===== config.mk =====
export PLATFORM = sky130hd
export DESIGN_NAME = fetch_queue
export DESIGN_NICKNAME = d
export VERILOG_FILES = /design/src/rtl/fetch_queue_pkg.sv /design/src/rtl/fetch_queue_mem.sv /design/src/rtl/fetch_queue.sv
export SDC_FILE = /design/constraint.sdc
export NUM_CORES = 1
export LEC_CHECK = 0
export ABC_AREA = 1
export CAP_MARGIN = 20
export CORE_MARGIN = 1
export CORE_UTILIZATION = 56
export DETAILED_ROUTE_END_ITERATION = 16
export DONT_BUFFER_PORTS = 1
export GPL_TIMING_DRIVEN = 0
export PLACE_DENSITY = 0.73
export SYNTH_ARGS = -nofsm -noshare
export SYNTH_HDL_FRONTEND = slang
export SYNTH_SLANG_ARGS = --single-unit

===== constraint.sdc =====
create_clock -name i_clk -period 2.47 [get_ports i_clk]
set_input_delay 0.494 -clock i_clk [delete_from_list [all_inputs] [get_ports i_clk]]
set_output_delay 0.494 -clock i_clk [all_outputs]
set_load 0.05 [all_outputs]

===== src/rtl/fetch_queue_pkg.sv =====
// Shared VR16 widths and encodings; fetch_queue takes its parameter defaults from here.
package fetch_queue_pkg;

  localparam int          VR16_INSN_WIDTH = 16;
  localparam int          VR16_ADDR_WIDTH = 16;
  localparam logic [15:0] VR16_NOP        = 16'h0000;

endpackage


===== src/rtl/fetch_queue_mem.sv =====
// Storage for fetch_queue: DEPTH x WIDTH register array.
// Writes are synchronous and reads are asynchronous, so the head entry is visible the cycle after it is written.
module fetch_queue_mem #(
  parameter  int DEPTH = 4,
  parameter  int WIDTH = 32,
  localparam int AW    = $clog2(DEPTH)
) (
  input  logic             i_clk,
  input  logic             i_wr_en,
  input  logic [AW-1:0]    i_wr_addr,
  input  logic [WIDTH-1:0] i_wr_data,
  input  logic [AW-1:0]    i_rd_addr,
  output logic [WIDTH-1:0] o_rd_data
);

  logic [WIDTH-1:0] r_mem [DEPTH];

  always_ff @(posedge i_clk) begin
    if (i_wr_en) r_mem[i_wr_addr] <= i_wr_data;
  end

  assign o_rd_data = r_mem[i_rd_addr];

endmodule


===== src/rtl/fetch_queue.sv =====
// VR16 instruction prefetch queue between instruction memory and decode, with flush on a taken jump or return.
// Defining FETCH_QUEUE_BYPASS_EN lets a word pass straight through when the queue is empty.
module fetch_queue
  import fetch_queue_pkg::*;
#(
  parameter  int DEPTH      = 4,
  parameter  int INSN_WIDTH = VR16_INSN_WIDTH,
  parameter  int ADDR_WIDTH = VR16_ADDR_WIDTH,
  localparam int PW         = $clog2(DEPTH),
  localparam int CW         = $clog2(DEPTH + 1)
) (
  input  logic                  i_clk,
  input  logic                  i_reset,
  input  logic                  i_flush,
  input  logic                  i_in_valid,
  input  logic [INSN_WIDTH-1:0] i_in_instruction,
  input  logic [ADDR_WIDTH-1:0] i_in_pc,
  output logic                  o_in_ready,
  output logic                  o_out_valid,
  output logic [INSN_WIDTH-1:0] o_out_instruction,
  output logic [ADDR_WIDTH-1:0] o_out_pc,
  input  logic                  i_out_ready,
  output logic [CW-1:0]         o_count,
  output logic                  o_empty,
  output logic                  o_full
);

  logic [PW-1:0]                    r_wr_ptr;
  logic [PW-1:0]                    r_rd_ptr;
  logic [CW-1:0]                    r_count;
  logic                             w_empty;
  logic                             w_full;
  logic                             w_push;
  logic                             w_bypass;
  logic                             w_out_valid;
  logic                             w_wr;
  logic                             w_rd;
  logic [ADDR_WIDTH+INSN_WIDTH-1:0] w_rd_data;

  assign w_empty = (r_count == '0);
  assign w_full  = (r_count == CW'(DEPTH));
  assign w_push  = i_in_valid & ~w_full;

`ifdef FETCH_QUEUE_BYPASS_EN
  // An empty queue forwards the incoming word; it is stored only if decode is not taking it.
  assign w_bypass    = w_empty & i_in_valid & ~i_flush;
  assign w_out_valid = (~w_empty | i_in_valid) & ~i_flush;
  assign w_wr        = w_push & ~(w_bypass & i_out_ready) & ~i_flush;
`else
  assign w_bypass    = 1'b0;
  assign w_out_valid = ~w_empty;
  assign w_wr        = w_push & ~i_flush;
`endif

  assign w_rd = ~w_empty & i_out_ready;

  fetch_queue_mem #(
    .DEPTH (DEPTH),
    .WIDTH (ADDR_WIDTH + INSN_WIDTH)
  ) u_mem (
    .i_clk     (i_clk),
    .i_wr_en   (w_wr),
    .i_wr_addr (r_wr_ptr),
    .i_wr_data ({i_in_pc, i_in_instruction}),
    .i_rd_addr (r_rd_ptr),
    .o_rd_data (w_rd_data)
  );

  always_ff @(posedge i_clk) begin
    if (i_reset || i_flush) begin
      r_wr_ptr <= '0;
      r_rd_ptr <= '0;
      r_count  <= '0;
    end else begin
      if (w_wr) r_wr_ptr <= r_wr_ptr + PW'(1);
      if (w_rd) r_rd_ptr <= r_rd_ptr + PW'(1);
      case ({w_wr, w_rd})
        2'b10:   r_count <= r_count + CW'(1);
        2'b01:   r_count <= r_count - CW'(1);
        default: r_count <= r_count;
      endcase
    end
  end

  // Storage is not reset, so the head is masked to zero whenever nothing valid sits there.
  always_comb begin
    o_out_pc          = '0;
    o_out_instruction = '0;
    if (!w_empty) begin
      {o_out_pc, o_out_instruction} = w_rd_data;
    end else if (w_bypass) begin
      o_out_pc          = i_in_pc;
      o_out_instruction = i_in_instruction;
    end
  end

  assign o_in_ready  = ~w_full;
  assign o_out_valid = w_out_valid;
  assign o_count     = r_count;
  assign o_empty     = w_empty;
  assign o_full      = w_full;

endmodule

==> impl_metrics.json <==
{
  "status": "finished, violations left",
  "violations": "negative setup slack",
  "cts-buffers-inserted": 17,
  "synthXorXnorAreaFrac": 0,
  "design_area_um2": 6890,
  "drt_iter0_drc": 196,
  "die_h_um": 101,
  "synth_top_area_cell": "edfxtp_1",
  "tns_ps": -1130,
  "rsz0062_at_grt": "true",
  "slowest_stage": "dfxtp_4",
  "max_stage_delay_ps": 460,
  "yosysTopAreaCellShare": 0.703,
  "p_leak_nw": 2.31,
  "core_area_um2": 9370,
  "synthTopCellsByArea": "edfxtp_1, nor2_1, o21ai_1",
  "yosys-top-cells-count": "nor2_1, edfxtp_1, o21ai_1",
  "hold_viol_final": 0,
  "ys_types": 17,
  "floorplan.initialDensity": 0.584,
  "regArea_um2": 4040,
  "die_w_um": 101,
  "ys_ff_latch": 137,
  "placed_cells": 581,
  "ctsHoldBuffers": 0,
  "htreeDepth": 4,
  "wire_per_inst_um": 19.6,
  "drtPass1Iterations": 5,
  "synth_simple_gate_area_frac": 0.114,
  "hold_class": "in -> reg",
  "hpwl_mm": 6.30,
  "r2r_slack_ps": 190,
  "grt_pass1_wl_mm": 19.1,
  "drv_cap": 0,
  "fin_skew_ps": 7.49,
  "via_per_inst": 5.54,
  "synthCells": 452,
  "drc": 0,
  "dpl_cell_area_um2": 5800,
  "die_area_um2": 10200,
  "p_seq_frac": 0.468,
  "worstMarginPinSlew_ps": 645,
  "top_level_ports": 76,
  "cts_tree": "built",
  "syn_to_final_growth_pct": 25.9,
  "yosysMostFrequentCell": "nor2_1",
  "power_switching_mw": 1.31,
  "setup.worst_path.start_class": "flop",
  "fmax_ghz": 0.395,
  "vias": 3469,
  "sw_frac_of_total": 0.235,
  "wirelength_mm": 12.3,
  "async_flop_share": 0,
  "avgSynthCellArea_um2": 12.1,
  "cp_max_fo": 10,
  "fin_crit_ps": 2530,
  "p_int_mw": 4.26,
  "path_cells": "nor2_4, nand2_8, clkinvlp_4, buf_6, buf_12, a21oi_4",
  "setup_ws_ps": -63.0,
  "synth_compound_area_frac": 0.0924,
  "p_clk_frac": 0.447,
  "critPathRequiredTime_ps": 1980,
  "post-place-ws_ps": -593,
  "clk_pin_slew_ps": 60,
  "diodes": 0,
  "finalSetupViolations": 28,
  "worstSkewPairLatency_ps": 520,
  "synth_edf_count": 128,
  "placementRows": 35,
  "worstSetupPathType": "reg -> out",
  "grt_usage": 0.266,
  "clock_sinks": 137,
  "pwr-share-comb": 0.084,
  "fin_crit_sh": 1.03,
  "synth_warnings": 0,
  "worstPathArrival_ps": 2040,
  "drive_above_1_share": 0.229,
  "ir_worst_vdd_mv": 0.466,
  "p_total_mw": 5.57,
  "grt_max_degree": 17,
  "ys.flop_type": "edfxtp_1",
  "synth_fa_ha_area_frac": 0.0151,
  "timing.hold.ws_ps": 66.6,
  "root_buffer": "clkbuf_8",
  "powerDensity_nw_per_um2": 808,
  "relSlewSlack": 0.569,
  "cts_max_path_buffers": 2,
  "synth_area_um2": 5470,
  "utilization": 0.735,
  "syn-num-nets": 495,
  "synth_seq_area_share": 0.736,
  "antenna_found_initial": 0,
  "cp-end-kind": "output pin",
  "place_congestion": 0.798,
  "grt_overflow_total": 0,
  "yosys-mux-area-fraction": 0,
  "final_nets": 527,
  "drtAntennaViolNets": 0,
  "io_buffers": 0,
  "fill_cells": 634,
  "grt_pass1_vias": 3600,
  "multi_input_area_um2": 1680,
  "stdcell_count": 626,
  "synth_top_family_by_area": "simple AND/OR/NAND/NOR gates",
  "final_max_slew_viol_count": 0
}
-- power groups by stage --
stage | sequential, mW | combinational [mW] | clock, mW
after global routing | 2.61 | 0.497 | 2.62
final | 2.61 | 0.470 | 2.49
after detailed placement | 2.66 | 0.342 | 0
after CTS | 2.61 | 0.456 | 2.51
after floorplan | 2.65 | 0.291 | 0
after global placement | 2.65 | 0.337 | 0
-- worst max-delay path: cells and delay by family (launching register included) --
family | cells | cell delay, ps
and+or+nand+nor | 2 | 210
buffers and inverters | 3 | 480
AOI/OAI and AO/OA | 1 | 350
DFF | 1 | 460
-- what timing repair did --
item,4_1_cts,5_1_grt
pin swaps,6,8
endpoints found under the setup margin,164,33
buffers inserted,5,2
gates resized for setup,66,17
gates cloned,5,1
-- sequential cells by signal (all words and copies together) (netlist names), named ones only --
signal       count
o_count          3
r_rd_ptr         2
r_wr_ptr         2
u_mem.r_mem    128
-- final cells by class --
type	instances	area share
inverters	21	0.0124
repair buffers	9	0.0180
multi-input cells	275	0.245
clock buffers	18	0.0607
well taps	129	0.0234
plain buffers	23	0.0300
clock inverters	14	0.0252
flip-flops and latches	137	0.586
-- final timing paths --
check	from	end	cells past startpoint
max	o_count[0]	o_out_pc[7]	6
min	i_in_pc[6]	u_mem.r_mem[0][22]	0
max reg2reg	o_count[0]	u_mem.r_mem[2][28]	6
min reg2reg	r_rd_ptr[1]	r_rd_ptr[1]	2
-- metal layers --
layer / up-vias / wire, um / track usage
met2: 160 / 6270 / 0.447
li1: 1636 / - / -
met4: 0 / 201 / 0.104
met3: 21 / 1170 / 0.0728
met1: 1652 / 4650 / 0.330
met5: - / 0 / 0
-- cells by family (layout without fill, tap and decap cells) --
family	Yosys count	count (layout)
simple gates	164	168
buf+inv	44	85
compound gates	101	101
fa+ha+maj	6	6
flops	137	137
-- placed cells by master, fill, tap and decap left out, types with 5 or more instances in the layout --
| cell type | synthesis | layout |
|---|---|---|
| nor2_1 | 141 | 136 |
| edfxtp_1 | 128 | 128 |
| o21ai_1 | 39 | 45 |
| a21oi_4 | 0 | 32 |
| o21ai_0 | 26 | 20 |
| inv_1 | 20 | 17 |
| clkbuf_16 | 0 | 17 |
| nand2_1 | 18 | 16 |
| buf_6 | 7 | 12 |
| nor2_4 | 0 | 9 |
| clkbuf_2 | 1 | 8 |
| dfxtp_1 | 9 | 6 |
| clkinvlp_4 | 0 | 5 |
| ha_1 | 5 | 5 |
No activity file was read; power rests on OpenSTA's default activity.
